<file path="src/rtl/mips_pipe_pkg.sv">
// Shared MIPS pipeline definitions: opcodes, the NOP encoding and the IF/ID hazard FSM states.
// Pure declarations; no timing and no flow control.
package mips_pipe_pkg;

  localparam logic [5:0] OP_RTYPE = 6'b000000;
  localparam logic [5:0] OP_BEQ   = 6'b000100;
  localparam logic [5:0] OP_BNE   = 6'b000101;
  localparam logic [5:0] OP_SW    = 6'b101011;
  localparam logic [5:0] OP_LW    = 6'b100011;

  localparam logic [31:0] NOP_INSTR = 32'h0000_0000;

  typedef enum logic {
    RUN      = 1'b0,
    LU_STALL = 1'b1
  } if_id_state_t;

endpackage

</file>
<file path="src/rtl/load_use_detect.sv">
// Load-use hazard detector: a load in ID/EX whose destination is read by the instruction in decode.
// Purely combinational (zero latency); no flow control of its own.
module load_use_detect
  import mips_pipe_pkg::*;
#(
  parameter int DW = 32,
  parameter int RW = 5
) (
  input  logic          valid,
  input  logic [DW-1:0] instr,
  input  logic          idex_memread,
  input  logic [RW-1:0] idex_rt,
  output logic          lu
);

  logic [5:0] op;
  logic       reads_rt;
  logic       rs_hit;
  logic       rt_hit;
  logic       unused_imm;

  assign op = instr[31:26];

  // A load in decode writes rt rather than reading it, so only rs matters there.
  always_comb begin
    reads_rt = 1'b0;
    case (op)
      OP_RTYPE, OP_BEQ, OP_BNE, OP_SW: reads_rt = 1'b1;
      OP_LW:                           reads_rt = 1'b0;
      default:                         reads_rt = 1'b0;
    endcase
  end

  assign rs_hit = (idex_rt == instr[25:21]);
  assign rt_hit = (idex_rt == instr[20:16]) && reads_rt;

  assign lu = valid && idex_memread && (idex_rt != '0) && (rs_hit || rt_hit);

  assign unused_imm = ^instr[15:0];

endmodule

</file>
<file path="src/rtl/if_id_stage.sv">
// IF/ID register with load-use stall, external freeze and branch flush; optional perf counters via IF_ID_PERF_CNT_EN.
// One cycle latency; holds on ext_stall/load-use, and a branch seen while frozen is flushed once the freeze lifts.
module if_id_stage
  import mips_pipe_pkg::*;
#(
  parameter int DW = 32,
  parameter int RW = 5
) (
  input  logic          clk,
  input  logic          rst,
  input  logic [DW-1:0] pc4_in,
  input  logic [DW-1:0] instr_in,
  input  logic          idex_memread,
  input  logic [RW-1:0] idex_rt,
  input  logic          branch_taken,
  input  logic          ext_stall,
  output logic [DW-1:0] pc4_out,
  output logic [DW-1:0] instr_out,
  output logic          valid_out,
  output logic          pc_write,
  output logic          idex_bubble
`ifdef IF_ID_PERF_CNT_EN
  ,
  output logic [31:0]   stall_cycles,
  output logic [31:0]   flush_count
`endif
);

  if_id_state_t state;
  logic         flush_pending;
  logic         lu_raw;
  logic         lu;
  logic         flush;

  load_use_detect #(
    .DW(DW),
    .RW(RW)
  ) u_lu (
    .valid        (valid_out),
    .instr        (instr_out),
    .idex_memread (idex_memread),
    .idex_rt      (idex_rt),
    .lu           (lu_raw)
  );

  // The cycle after a load-use stall the load has moved on, so the hazard is masked.
  assign lu    = lu_raw && (state == RUN);
  assign flush = (branch_taken || flush_pending) && !ext_stall;

  assign pc_write    = rst && (flush || (!ext_stall && !lu));
  assign idex_bubble = !rst || flush || (!ext_stall && lu);

  always_ff @(posedge clk) begin
    if (!rst) begin
      pc4_out       <= '0;
      instr_out     <= DW'(NOP_INSTR);
      valid_out     <= 1'b0;
      flush_pending <= 1'b0;
      state         <= RUN;
    end else if (flush) begin
      pc4_out       <= '0;
      instr_out     <= DW'(NOP_INSTR);
      valid_out     <= 1'b0;
      flush_pending <= 1'b0;
      state         <= RUN;
    end else if (ext_stall) begin
      if (branch_taken) flush_pending <= 1'b1;
    end else if (lu) begin
      state <= LU_STALL;
    end else begin
      pc4_out   <= pc4_in;
      instr_out <= instr_in;
      valid_out <= 1'b1;
      state     <= RUN;
    end
  end

`ifdef IF_ID_PERF_CNT_EN
  always_ff @(posedge clk) begin
    if (!rst) begin
      stall_cycles <= '0;
      flush_count  <= '0;
    end else begin
      if (!pc_write && (stall_cycles != 32'hFFFF_FFFF)) stall_cycles <= stall_cycles + 32'd1;
      if (flush && (flush_count != 32'hFFFF_FFFF))      flush_count  <= flush_count + 32'd1;
    end
  end
`endif

endmodule

</file>
<file path="config.mk">
export PLATFORM = sky130hd
export DESIGN_NAME = if_id_stage
export DESIGN_NICKNAME = d
export VERILOG_FILES = /design/src/rtl/mips_pipe_pkg.sv /design/src/rtl/load_use_detect.sv /design/src/rtl/if_id_stage.sv
export SDC_FILE = /design/constraint.sdc
export NUM_CORES = 1
export LEC_CHECK = 0
export BUFFER_PORTS_ARGS = -buffer_cell sky130_fd_sc_hd__buf_2
export CORE_ASPECT_RATIO = 0.8
export CORE_UTILIZATION = 47
export DETAILED_ROUTE_END_ITERATION = 16
export PLACE_DENSITY = 0.89
export SLEW_MARGIN = 20
export SYNTH_ARGS = -nofsm -noshare
export SYNTH_HDL_FRONTEND = slang
export SYNTH_HIERARCHICAL = 1
export SYNTH_SLANG_ARGS = --single-unit
</file>
<file path="constraint.sdc">
create_clock -name clk -period 3 [get_ports clk]
set_input_delay 0.45 -clock clk [delete_from_list [all_inputs] [get_ports clk]]
set_output_delay 0.45 -clock clk [all_outputs]
set_load 0.01 [all_outputs]
</file>
==> results list <==
- Sequential fraction of the synthesis area: between 40% and 50%
- Root buffer cell: sky130_fd_sc_hd__clkbuf_8
- Required time of the critical path: 2550 ps
- The core region is about 6500 um2.
- Source-to-sink clock delay at the later pin of the worst-skew pair: around 350 ps
* Total of max-cap violations: 0
- Synth Area in XOR/XNOR: around 2.7%
* Final ANT Viol Nets: 0
- With fillers left out, the area of the finished cells amounts to roughly 4000 um2.
- In this run, synthesis produced a sequential element count of 67.
* Setup repair after global routing missed its margin: no
* Worst hold margin: ~360 ps
- At the pin with the least slew margin, the transition time is ~900 ps.
- Die width: roughly 94 um
- Hold path endpoint: pc4_out[20]
- Beginning of the worst hold path: pc4_in[20]
- Entering global routing, the biggest net connects 67 pins.
- Routability-driven placement finished with a final weighted congestion of around 0.75.
- Cell area after synthesis: between 3000 and 4000 um2
- Of the cells placed in the final design, the portion with a size suffix greater than 1 is between 40% and 50%.
* Number of max-slew violations in the final report: 0
- Inst Count DP: between 500 and 600
- Of the total synthesized cell area, the portion taken by AND, OR, NAND and NOR gates is about 2.4%.
- Among all flip-flop cells after synthesis, the most frequent one is sky130_fd_sc_hd__dfxtp_1.
* Leak: approximately 0.0016 uW
* Nets: around 530
- The first detailed-routing pass took 4 iterations.
- The number of antenna diodes in the final layout is 0.
- Vias per Instance: a little under 6
* Average routed wire per standard cell: roughly 16 um
- The worst pin sits at a relative slew slack of about two fifths.
- Run status: finished clean
* Number of global-route vias before repair: 3001
- After synthesis, the largest family of logic cells by area is compound AO/OA/AOI/OAI gates.
* Achievable Freq: approximately 340 MHz
- Combined global-route utilization of all metal layers: around a quarter
* Die extent in y: approximately 76 um
* Setup crit end kind: output pin
- Register-to-register path setup slack: between 500 and 600 ps
- Total number of H-tree levels: 3
- CTS clk-pin slew, worst paths: 80 ps
* Total Die Area: about 7100 um2
- Number of setup violations in the final report: 0
- The worst path needs just under 3000 ps of the cycle, external delays included.
- The number of antenna violations at the first check in global routing is 0.
- The final route contains 3147 vias.
* Post-synthesis adder-cell area fraction: 0%
- The number of setup buffers added after CTS is 0.
- After synthesis, the mean cell area works out to 9.52 um2.
- The startpoint identified for the worst register-to-register timing path is instr_out[27].
* Hold WC Path Type: input port to register
- Fraction of the mapped netlist area in compound gates: 43.3%
- Clock Sink Count: between 60 and 70
- The area growth from synthesis to layout is 26.4%.
- Synthesis produced a netlist with a net count of slightly above 400.
- In the routed design, unresolved DRC markers number 0.
* Total count of hold-check failures in the final report: 0
* Arrival time of data at the critical path endpoint: about 2500 ps
* Total half-perimeter wirelength after legalization and detailed placement: around 5.7 mm
- Counting cells, the worst reg-to-reg path comes to 7.
- Total clock buffers created by CTS: 9
- The total overflow left after global routing is 0.
* Worst vdd rail ir drop: between 0.3 and 0.4 mV
* Startpoint class of the critical path: register
- Count of flip-flops with a built-in enable after synthesis: 0
- Most used cells in the layout excluding fill and tap cells: sky130_fd_sc_hd__buf_2, sky130_fd_sc_hd__dfxtp_1, sky130_fd_sc_hd__o211ai_1, sky130_fd_sc_hd__o21ai_0, sky130_fd_sc_hd__a21oi_1
- Of the available clock period, the critical path in the final layout requires between 90% and 100%.
- Total power of the final layout: 2080 uW
- For the final database, setup skew stands at roughly 6.7 ps.
* Kind of critical path: register to output pin
- Number of filler cells placed in the layout: 568
- Dividing total power by cell area gives a power density of 515 nW/um2.
* Total number of yosys warnings: 6
* Number of buffers inserted by port buffering: 140
- Counting flops with an async set or reset pin after synthesis yields a share of 0%.
- The count of cells in the finished layout, fillers not included, comes to 542.
* Placed instance area: about 3800 um2
- Synth Instances: roughly 340
* Commonest non-fill, non-tap cell in the layout: sky130_fd_sc_hd__buf_2
* Number of distinct library cell variants in the gate-level netlist after synthesis: 30
* First-iteration detailed-routing DRC count: 162
- Peak fanout along the critical path: 4
- Final sum of negative setup slack: 0 ps
- Multiplexer share of the synthesized area: 0%
- Aggregate routed wire length: about 9 mm
- Counting instances, the worst hold path has a depth of 3.
* Wire length of the first global-routing pass: around 14 mm
- The endpoint identified for the worst register-to-register timing path is pc4_out[2].
- In this run the deepest clock path goes through 2 buffers.
- Starting utilization of the core area: between 40 and 50%
- I/O Pins: ~140
- Cell row count: 26
* TritonCTS clock tree: yes
[kinds of logic (layout without fill, tap and decap cells)]
| group | Yosys count | after routing |
|---|---|---|
| compound gates | 200 | 200 |
| flops | 67 | 67 |
| buf+inv | 46 | 168 |
| simple gates | 13 | 13 |
| xor+xnor | 10 | 10 |
[where the power goes]
part | switching (uW) | total [uW] | internal, uW
sequential | 23.6 | 955 | 932
clock | 354 | 844 | 490
combinational | 160 | 282 | 122
[registers in the layout, indices dropped and copies added (netlist names)]
register,count
pc4_out,32
state,1
instr_out,32
valid_out,1
flush_pending,1
[per-layer routing]
metal / track usage, % / vias up / share of wire (%) / wire [um]
met5: 0 / - / 0 / 0
met4: 9.91 / 0 / 1.4 / 121
met3: 6.89 / 14 / 7.3 / 642
met2: 44.4 / 126 / 49 / 4260
met1: 27.6 / 1513 / 43 / 3740
li1: - / 1494 / - / -
[worst max-delay path by stage]
stage                  start     endpoint  slack, ps  cells after the start
3_5_place_dp   instr_out[27]  idex_bubble        330                      7
2_1_floorplan  instr_out[26]     pc_write        560                      7
4_1_cts        instr_out[27]  idex_bubble         20                      7
5_1_grt        instr_out[26]  idex_bubble          3                      8
6_report       instr_out[27]  idex_bubble         90                      7
3_3_place_gp   instr_out[26]  idex_bubble        350                      8
[metrics by stage]
step                      worst slack (ps)  utilization, %
after floorplan                        564               -
after global placement                 350            58.7
after detailed placement               332            58.7
after CTS                             20.4            62.3
after global routing                  2.99            62.5
final                                 92.0            62.5
[Yosys cell counts (3+ instances only)]
library cell / n / area [um2]
sky130_fd_sc_hd__buf_2: 19 / 95.1
sky130_fd_sc_hd__buf_4: 4 / 30.0
sky130_fd_sc_hd__xnor2_1: 6 / 52.6
sky130_fd_sc_hd__xor2_1: 4 / 35.0
sky130_fd_sc_hd__o211ai_1: 46 / 345
sky130_fd_sc_hd__a21oi_2: 30 / 263
sky130_fd_sc_hd__dfxtp_1: 67 / 1340
sky130_fd_sc_hd__buf_8: 3 / 45.0
sky130_fd_sc_hd__o211ai_2: 19 / 238
sky130_fd_sc_hd__buf_6: 8 / 90.1
sky130_fd_sc_hd__clkbuf_1: 8 / 30.0
sky130_fd_sc_hd__o21ai_0: 43 / 215
sky130_fd_sc_hd__a21oi_1: 37 / 185
sky130_fd_sc_hd__o21ai_1: 22 / 110
[final cells by class]
cell class                 count  area [um2]  area share, %
multi-input combinational    223        1580           39.0
sequential                    67        1340           33.2
timing repair buffer         148         773           19.1
clock buffer                  10         138           3.40
tap                           84         105           2.60
clock inverter                 6        88.8           2.20
inverter                       4        17.5          0.433
[what timing repair did]
item                       4_1_cts  5_1_grt
setup endpoints to repair        1        1
hold buffers                     0        0
resized for setup                1        3
pin swaps                        0        2
[worst max-delay path, stage by stage (launching register included)]
cell and delay (ps):
sky130_fd_sc_hd__dfxtp_2 330, sky130_fd_sc_hd__or4_1 520, sky130_fd_sc_hd__a2111o_1 420, sky130_fd_sc_hd__a21oi_4 210, sky130_fd_sc_hd__inv_2 80, sky130_fd_sc_hd__or3_4 330, sky130_fd_sc_hd__nand2b_1 80, sky130_fd_sc_hd__buf_2 140
(Power assumes the default switching activity.)
